--- config.mk ---
export PLATFORM = sky130hd
export DESIGN_NAME = ahb_mtx_in_stage
export DESIGN_NICKNAME = d
export VERILOG_FILES = /design/src/rtl/ahb_mtx_in_stage.sv
export SDC_FILE = /design/constraint.sdc
export NUM_CORES = 1
export LEC_CHECK = 0
export BUFFER_PORTS_ARGS = -buffer_cell sky130_fd_sc_hd__buf_2
export CORE_MARGIN = 4
export CORE_UTILIZATION = 40
export DETAILED_ROUTE_END_ITERATION = 7
export HOLD_SLACK_MARGIN = 0.12
export PLACE_DENSITY = 0.79
export SLEW_MARGIN = 0
export SYNTH_ARGS = -nofsm -noshare
export SYNTH_HDL_FRONTEND = slang
export SYNTH_SLANG_ARGS = --single-unit
--- constraint.sdc ---
create_clock -name HCLK -period 3.8 [get_ports HCLK]
set_input_delay 0.38 -clock HCLK [delete_from_list [all_inputs] [get_ports HCLK]]
set_output_delay 0.38 -clock HCLK [all_outputs]
set_load 0.005 [all_outputs]
--- src/rtl/ahb_mtx_in_stage.sv ---
// AHB matrix input stage: passes a transfer straight through when arbitration accepts it, and otherwise holds it until it is accepted.
// Define AHB_MTX_IN_STAGE_LOCK_EN to capture and forward HMASTLOCKS and keep locked sequences requesting.
module ahb_mtx_in_stage (
    input  logic        HCLK,
    input  logic        HRESETn,
    input  logic        HSELS,
    input  logic [31:0] HADDRS,
    input  logic [1:0]  HTRANSS,
    input  logic        HWRITES,
    input  logic [2:0]  HSIZES,
    input  logic [2:0]  HBURSTS,
    input  logic [3:0]  HPROTS,
    input  logic        HMASTLOCKS,
    input  logic        HREADYS,
    output logic        HREADYOUTS,
    output logic [1:0]  HRESPS,
    input  logic        sel_accept,
    input  logic        readyout_m,
    input  logic [1:0]  resp_m,
    output logic [31:0] HADDRM,
    output logic [1:0]  HTRANSM,
    output logic        HWRITEM,
    output logic [2:0]  HSIZEM,
    output logic [2:0]  HBURSTM,
    output logic [3:0]  HPROTM,
    output logic        HMASTLOCKM,
    output logic        trans_req,
    output logic        trans_pend
);

    logic        r_pend;
    logic        r_dataPh;
    logic [31:0] r_addr;
    logic [1:0]  r_trans;
    logic        r_write;
    logic [2:0]  r_size;
    logic [2:0]  r_burst;
    logic [3:0]  r_prot;
    logic        w_valid;
    logic        w_accept;

    // Gating with HRESETn keeps requests and HTRANSM quiet while reset is asserted.
    assign w_valid  = HSELS & HREADYS & HTRANSS[1] & ~r_pend & HRESETn;
    assign w_accept = (r_pend | w_valid) & sel_accept;

    always_ff @(posedge HCLK or negedge HRESETn) begin
        if (!HRESETn) begin
            r_pend   <= 1'b0;
            r_dataPh <= 1'b0;
            r_addr   <= '0;
            r_trans  <= '0;
            r_write  <= 1'b0;
            r_size   <= '0;
            r_burst  <= '0;
            r_prot   <= '0;
        end else begin
            if (r_pend) begin
                if (sel_accept)
                    r_pend <= 1'b0;
            end else if (w_valid && !sel_accept) begin
                r_pend  <= 1'b1;
                r_addr  <= HADDRS;
                r_trans <= HTRANSS;
                r_write <= HWRITES;
                r_size  <= HSIZES;
                r_burst <= HBURSTS;
                r_prot  <= HPROTS;
            end

            if (w_accept)
                r_dataPh <= 1'b1;
            else if (readyout_m)
                r_dataPh <= 1'b0;
        end
    end

`ifdef AHB_MTX_IN_STAGE_LOCK_EN
    logic r_lock;
    logic r_lockSeq;
    logic w_liveLock;

    assign w_liveLock = HSELS & HMASTLOCKS & HRESETn;

    // r_lockSeq keeps the request up between beats of a locked sequence until the master drops the lock.
    always_ff @(posedge HCLK or negedge HRESETn) begin
        if (!HRESETn) begin
            r_lock    <= 1'b0;
            r_lockSeq <= 1'b0;
        end else begin
            if (!r_pend && w_valid && !sel_accept)
                r_lock <= HMASTLOCKS;

            if (w_accept)
                r_lockSeq <= r_pend ? r_lock : HMASTLOCKS;
            else if (!r_pend && HREADYS && !w_liveLock)
                r_lockSeq <= 1'b0;
        end
    end

    assign HMASTLOCKM = r_pend ? r_lock : w_liveLock;
    assign trans_req  = r_pend | w_valid | w_liveLock | r_lockSeq;
`else
    logic w_unusedLock;

    assign w_unusedLock = HMASTLOCKS;
    assign HMASTLOCKM   = 1'b0;
    assign trans_req    = r_pend | w_valid;
`endif

    assign HADDRM  = r_pend ? r_addr  : HADDRS;
    assign HTRANSM = r_pend ? r_trans : (w_valid ? HTRANSS : 2'b00);
    assign HWRITEM = r_pend ? r_write : HWRITES;
    assign HSIZEM  = r_pend ? r_size  : HSIZES;
    assign HBURSTM = r_pend ? r_burst : HBURSTS;
    assign HPROTM  = r_pend ? r_prot  : HPROTS;

    assign trans_pend = r_pend;
    assign HREADYOUTS = r_pend ? 1'b0 : (r_dataPh ? readyout_m : 1'b1);
    assign HRESPS     = r_dataPh ? resp_m : 2'b00;

endmodule

# Word-level counts from Yosys, hierarchy flattened
# Index checks and enable logic that the tools add are counted.
# totals
input_bits	54
out_inout_bits	51
reg_bits	47
# classes
n_bitwise	7
n_mux	15
n_reduce_logical	4
# op_table
op	n
two-way mux 32 bit	1
two-way mux 1 bit	8
two-way mux 2 bit	3
two-way mux 3 bit	2
AND 1 bit	5
two-way mux 4 bit	1
AND reduction 2 bit	1
nonzero test 2 bit	1
logical AND 1 bit	1
logical NOT 1 bit	1
NOT 1 bit	1
bitwise OR 1 bit	1

# Longest topological paths before layout
# depth
ltp_word	7
ltp_mapped	5

# Worst setup path before layout
# No wires, ideal clock.
# synth_timing
path_type	reg2out
start	reg r_pend, in the netlist trans_pend
end	out HBURSTM[0]
arrival_time_ns	1.167
required_ns	3.420
path_stages_with_launch	4
path_buffers	2
slack_ns	2.253
path_cell_list	dfrtp_1 buf_2 buf_2 mux2_2
# synth_between
elab_chain_cells	1
# synth_lines
item	line_no	text
start, declared	31	logic r_pend;
start signal, assigned	48	r_pend <= 1'b0;
start signal, assigned	59	r_pend <= 1'b0;
start signal, assigned	61	r_pend <= 1'b1;
two-way mux 3 bit	114	assign HBURSTM = r_pend ? r_burst : HBURSTS;
end, declared	24	output logic [2:0] HBURSTM,
# No other way between the ends.

# Worst setup path in the final report
# layout_timing
start	reg r_pend, in the netlist trans_pend
end	reg r_prot[0]
# layout_between
elab_chain_cells	5
# layout_lines
item	line_no	text
NOT 1 bit (no source line) *	-	
AND 1 bit (2 in series)	43	assign w_valid = HSELS & HREADYS & HTRANSS[1] & ~r_pend & HRESETn;
logical AND 1 bit	60	end else if (w_valid && !sel_accept) begin
AND reduction 2 bit (no source line) *	-	
end signal, assigned	55	r_prot <= '0;
end signal, assigned	67	r_prot <= HPROTS;
end, declared	38	logic [3:0] r_prot;
# Mark *: on every way between the ends. The rest lies on a longest branch, timed or not.
# A chain may end at the register's enable or synchronous reset.

==> metrics <==
vias in the first global route 1,721; Synth Area per Inst 15.61 sq um; commonest non-fill, non-tap cells in the layout buf_2 (102), mux2_2 (48), dfrtp_1 (46); Net Sw Power 294.5 uW; Post-Syn Instances 161; Clk network pwr share 0.224; synth unique cells 20; logic gate share of total power 0.239; Worst EP required 3970 ps; Seq pwr share 0.537; DP Worst Slack 1503 ps; antenna viol nets, final 0; total gr overflow 0; register area share after synthesis 0.4681; Area Growth Syn to Fin 23.51%; worst-path fanout max 25; crit path launch type register; ANT cells 0; commonest non-fill, non-tap cell in the layout buf_2; RSZ-0062 raised after global routing no; Root Buffer clkbuf_8; dominant cell type by area after synthesis dfrtp_1; Fmax 483.2 MHz; Final Hold Vio Count 0; vias per cell 4.831; H-Tree Depth 2; syn nets 215; I/O pin total 105; Slew Limit Fails 0; maxcap violations 0; Period minus WS final 2070 ps; initial DRC count 41; Synth top area share 0.4681; largest net degree at the start of global routing 51; Crit. End Element register; Setup WS post-layout 1730 ps; R2R Setup Slk 1730 ps; first-pass GRT wire length 7645 um; Die ar. 0.007613 sq mm; Core ar. 0.005991 sq mm; CP cell instances or3_2 -> buf_4 -> mux2_4; I/O Buffers 102; Final Routed Wirelength 4821 um; final worst-path cycle share 0.5447; outcome complete, no violations; Syn. warnings 0; Leakage Power 0.001637 uW; die width 87.25 um; Clock Latency Late Sink 290 ps; peak supply drop 0.1679 mV; cts bufs inserted 5; Initial Utilization 0.4194; Routability Congestion 0.7434; layout cell share with drive strength beyond 1 0.7605; Slew HR 0.5935; Core Rows 28; placed cells 330; clk_skew 9.488 ps; die outline height 87.25 um; fin nets 316; initial antenna violation count 0; cell area after synthesis 0.002512 sq mm; CTS tree yes; Placed Instance Area 0.003022 sq mm; All-Layer GR Usage 0.1276; CP Data Arrival Time 2240 ps; Finished Cell Area 0.003103 sq mm; clock slew at reported path FFs 80 ps; final setup TNS 0 ps; wire length per cell 14.26 um; post-CTS resize count 0; DP Wirelength 3445 um; worst-margin pin slew 609.7 ps; hold_buf cts 0; Slowest-stage cell, CP or3_2; Setup CP Type register to register; Max clock buf depth 2; setup bufs post-CTS 0; flops & latches, synth 47; post-layout util 0.5180; Pint 950.8 uW; Initial DRT Pass Iterations 3; Clock Sinks 47; synth top area cells dfrtp_1 (47%), mux2_4 (23%), mux2_2 (22%); final std cells w/o fill 338; Setup Viol. Count Final 0; Hold Path Class input pin to async pin; largest stage delay on the critical path 780 ps; Sw Ratio 0.2365; DRC viols 0; total number of vias 1,633; PD cells 401.3 mW/mm^2
==> layout make-up <==
class / instances / area [sq um]
sequential: 47 / 1177
clock inverter: 1 / 5.005
timing repair buffer: 105 / 533.0
multi-input combinational: 102 / 1214
tap: 75 / 93.84
inverter: 1 / 3.754
clock buffer: 7 / 76.32
fill: 547 / 2888
==> metal layers <==
metal / part of all wire / vias up / global-route usage
li1: - / 772 / -
met1: 0.40 / 796 / 0.1468
met2: 0.50 / 60 / 0.2247
met3: 0.089 / 5 / 0.04730
met4: 0.0087 / 0 / 0.02929
met5: 0 / - / 0
==> metrics by stage <==
step | total power [uW] | hold WS, ps
global route | 1326 | 259.8
floorplan | 873.2 | 84.41
global placement | 963.0 | 453.1
finish | 1245 | 205.6
CTS | 1270 | 231.1
detailed placement | 977.6 | 463.2
==> cells in the mapped netlist <==
cell type and number:
a21oi_1 1, a22o_1 1, and2_1 2, buf_1 3, buf_12 4, buf_2 2, buf_4 1, buf_6 1
conb_1 1, dfrtp_1 47, inv_1 1, mux2_2 48, mux2_4 39, nand2_1 2, nand2b_1 2, nand4_1 1
nor2b_1 1, o21ai_0 2, or2b_1 1, or3_1 1
==> power by group through the flow <==
stage,Clock [uW],Sequential [uW],Combinational [uW]
floorplan,0,658,215
global placement,0,668,295
detailed placement,0,674,303
CTS,296,668,305
global route,316,683,326
finish,278,669,298
==> state kept, by name, summed over array words and instances, names as in the netlist <==
signal,cells
r_prot,4
r_trans,2
trans_pend,1
r_write,1
r_addr,32
r_dataPh,1
r_size,3
r_burst,3
==> worst max-delay path: cells and delay by family (launching register included) <==
family                 cells  cell delay [ps]
and+or+nand+nor            1              780
DFF                        1              400
buffers and inverters      1              400
muxes                      1              350
==> kinds of logic (layout without fill, tap and decap cells) <==
group,after synthesis,in the layout,synth area share
buffers and inverters,12,114,0.04930
AND/OR/NAND/NOR,10,10,0.02341
flip-flops,47,47,0.4681
AO/OA/AOI/OAI,4,4,0.009461
multiplexers,87,87,0.4482
other,1,1,0.001493
==> path summary, 6_finish.rpt <==
check | start | cells past startpoint | end
hold reg to reg | r_trans[1] | 1 | r_trans[1]
setup reg to reg | trans_pend | 3 | r_prot[0]
max in group asynchronous | HRESETn | 2 | trans_pend
setup / recovery | trans_pend | 3 | r_prot[0]
hold / removal | HRESETn | 2 | r_addr[28]
min in group HCLK | sel_accept | 2 | trans_pend
No activity file was read; power rests on OpenSTA's default activity.
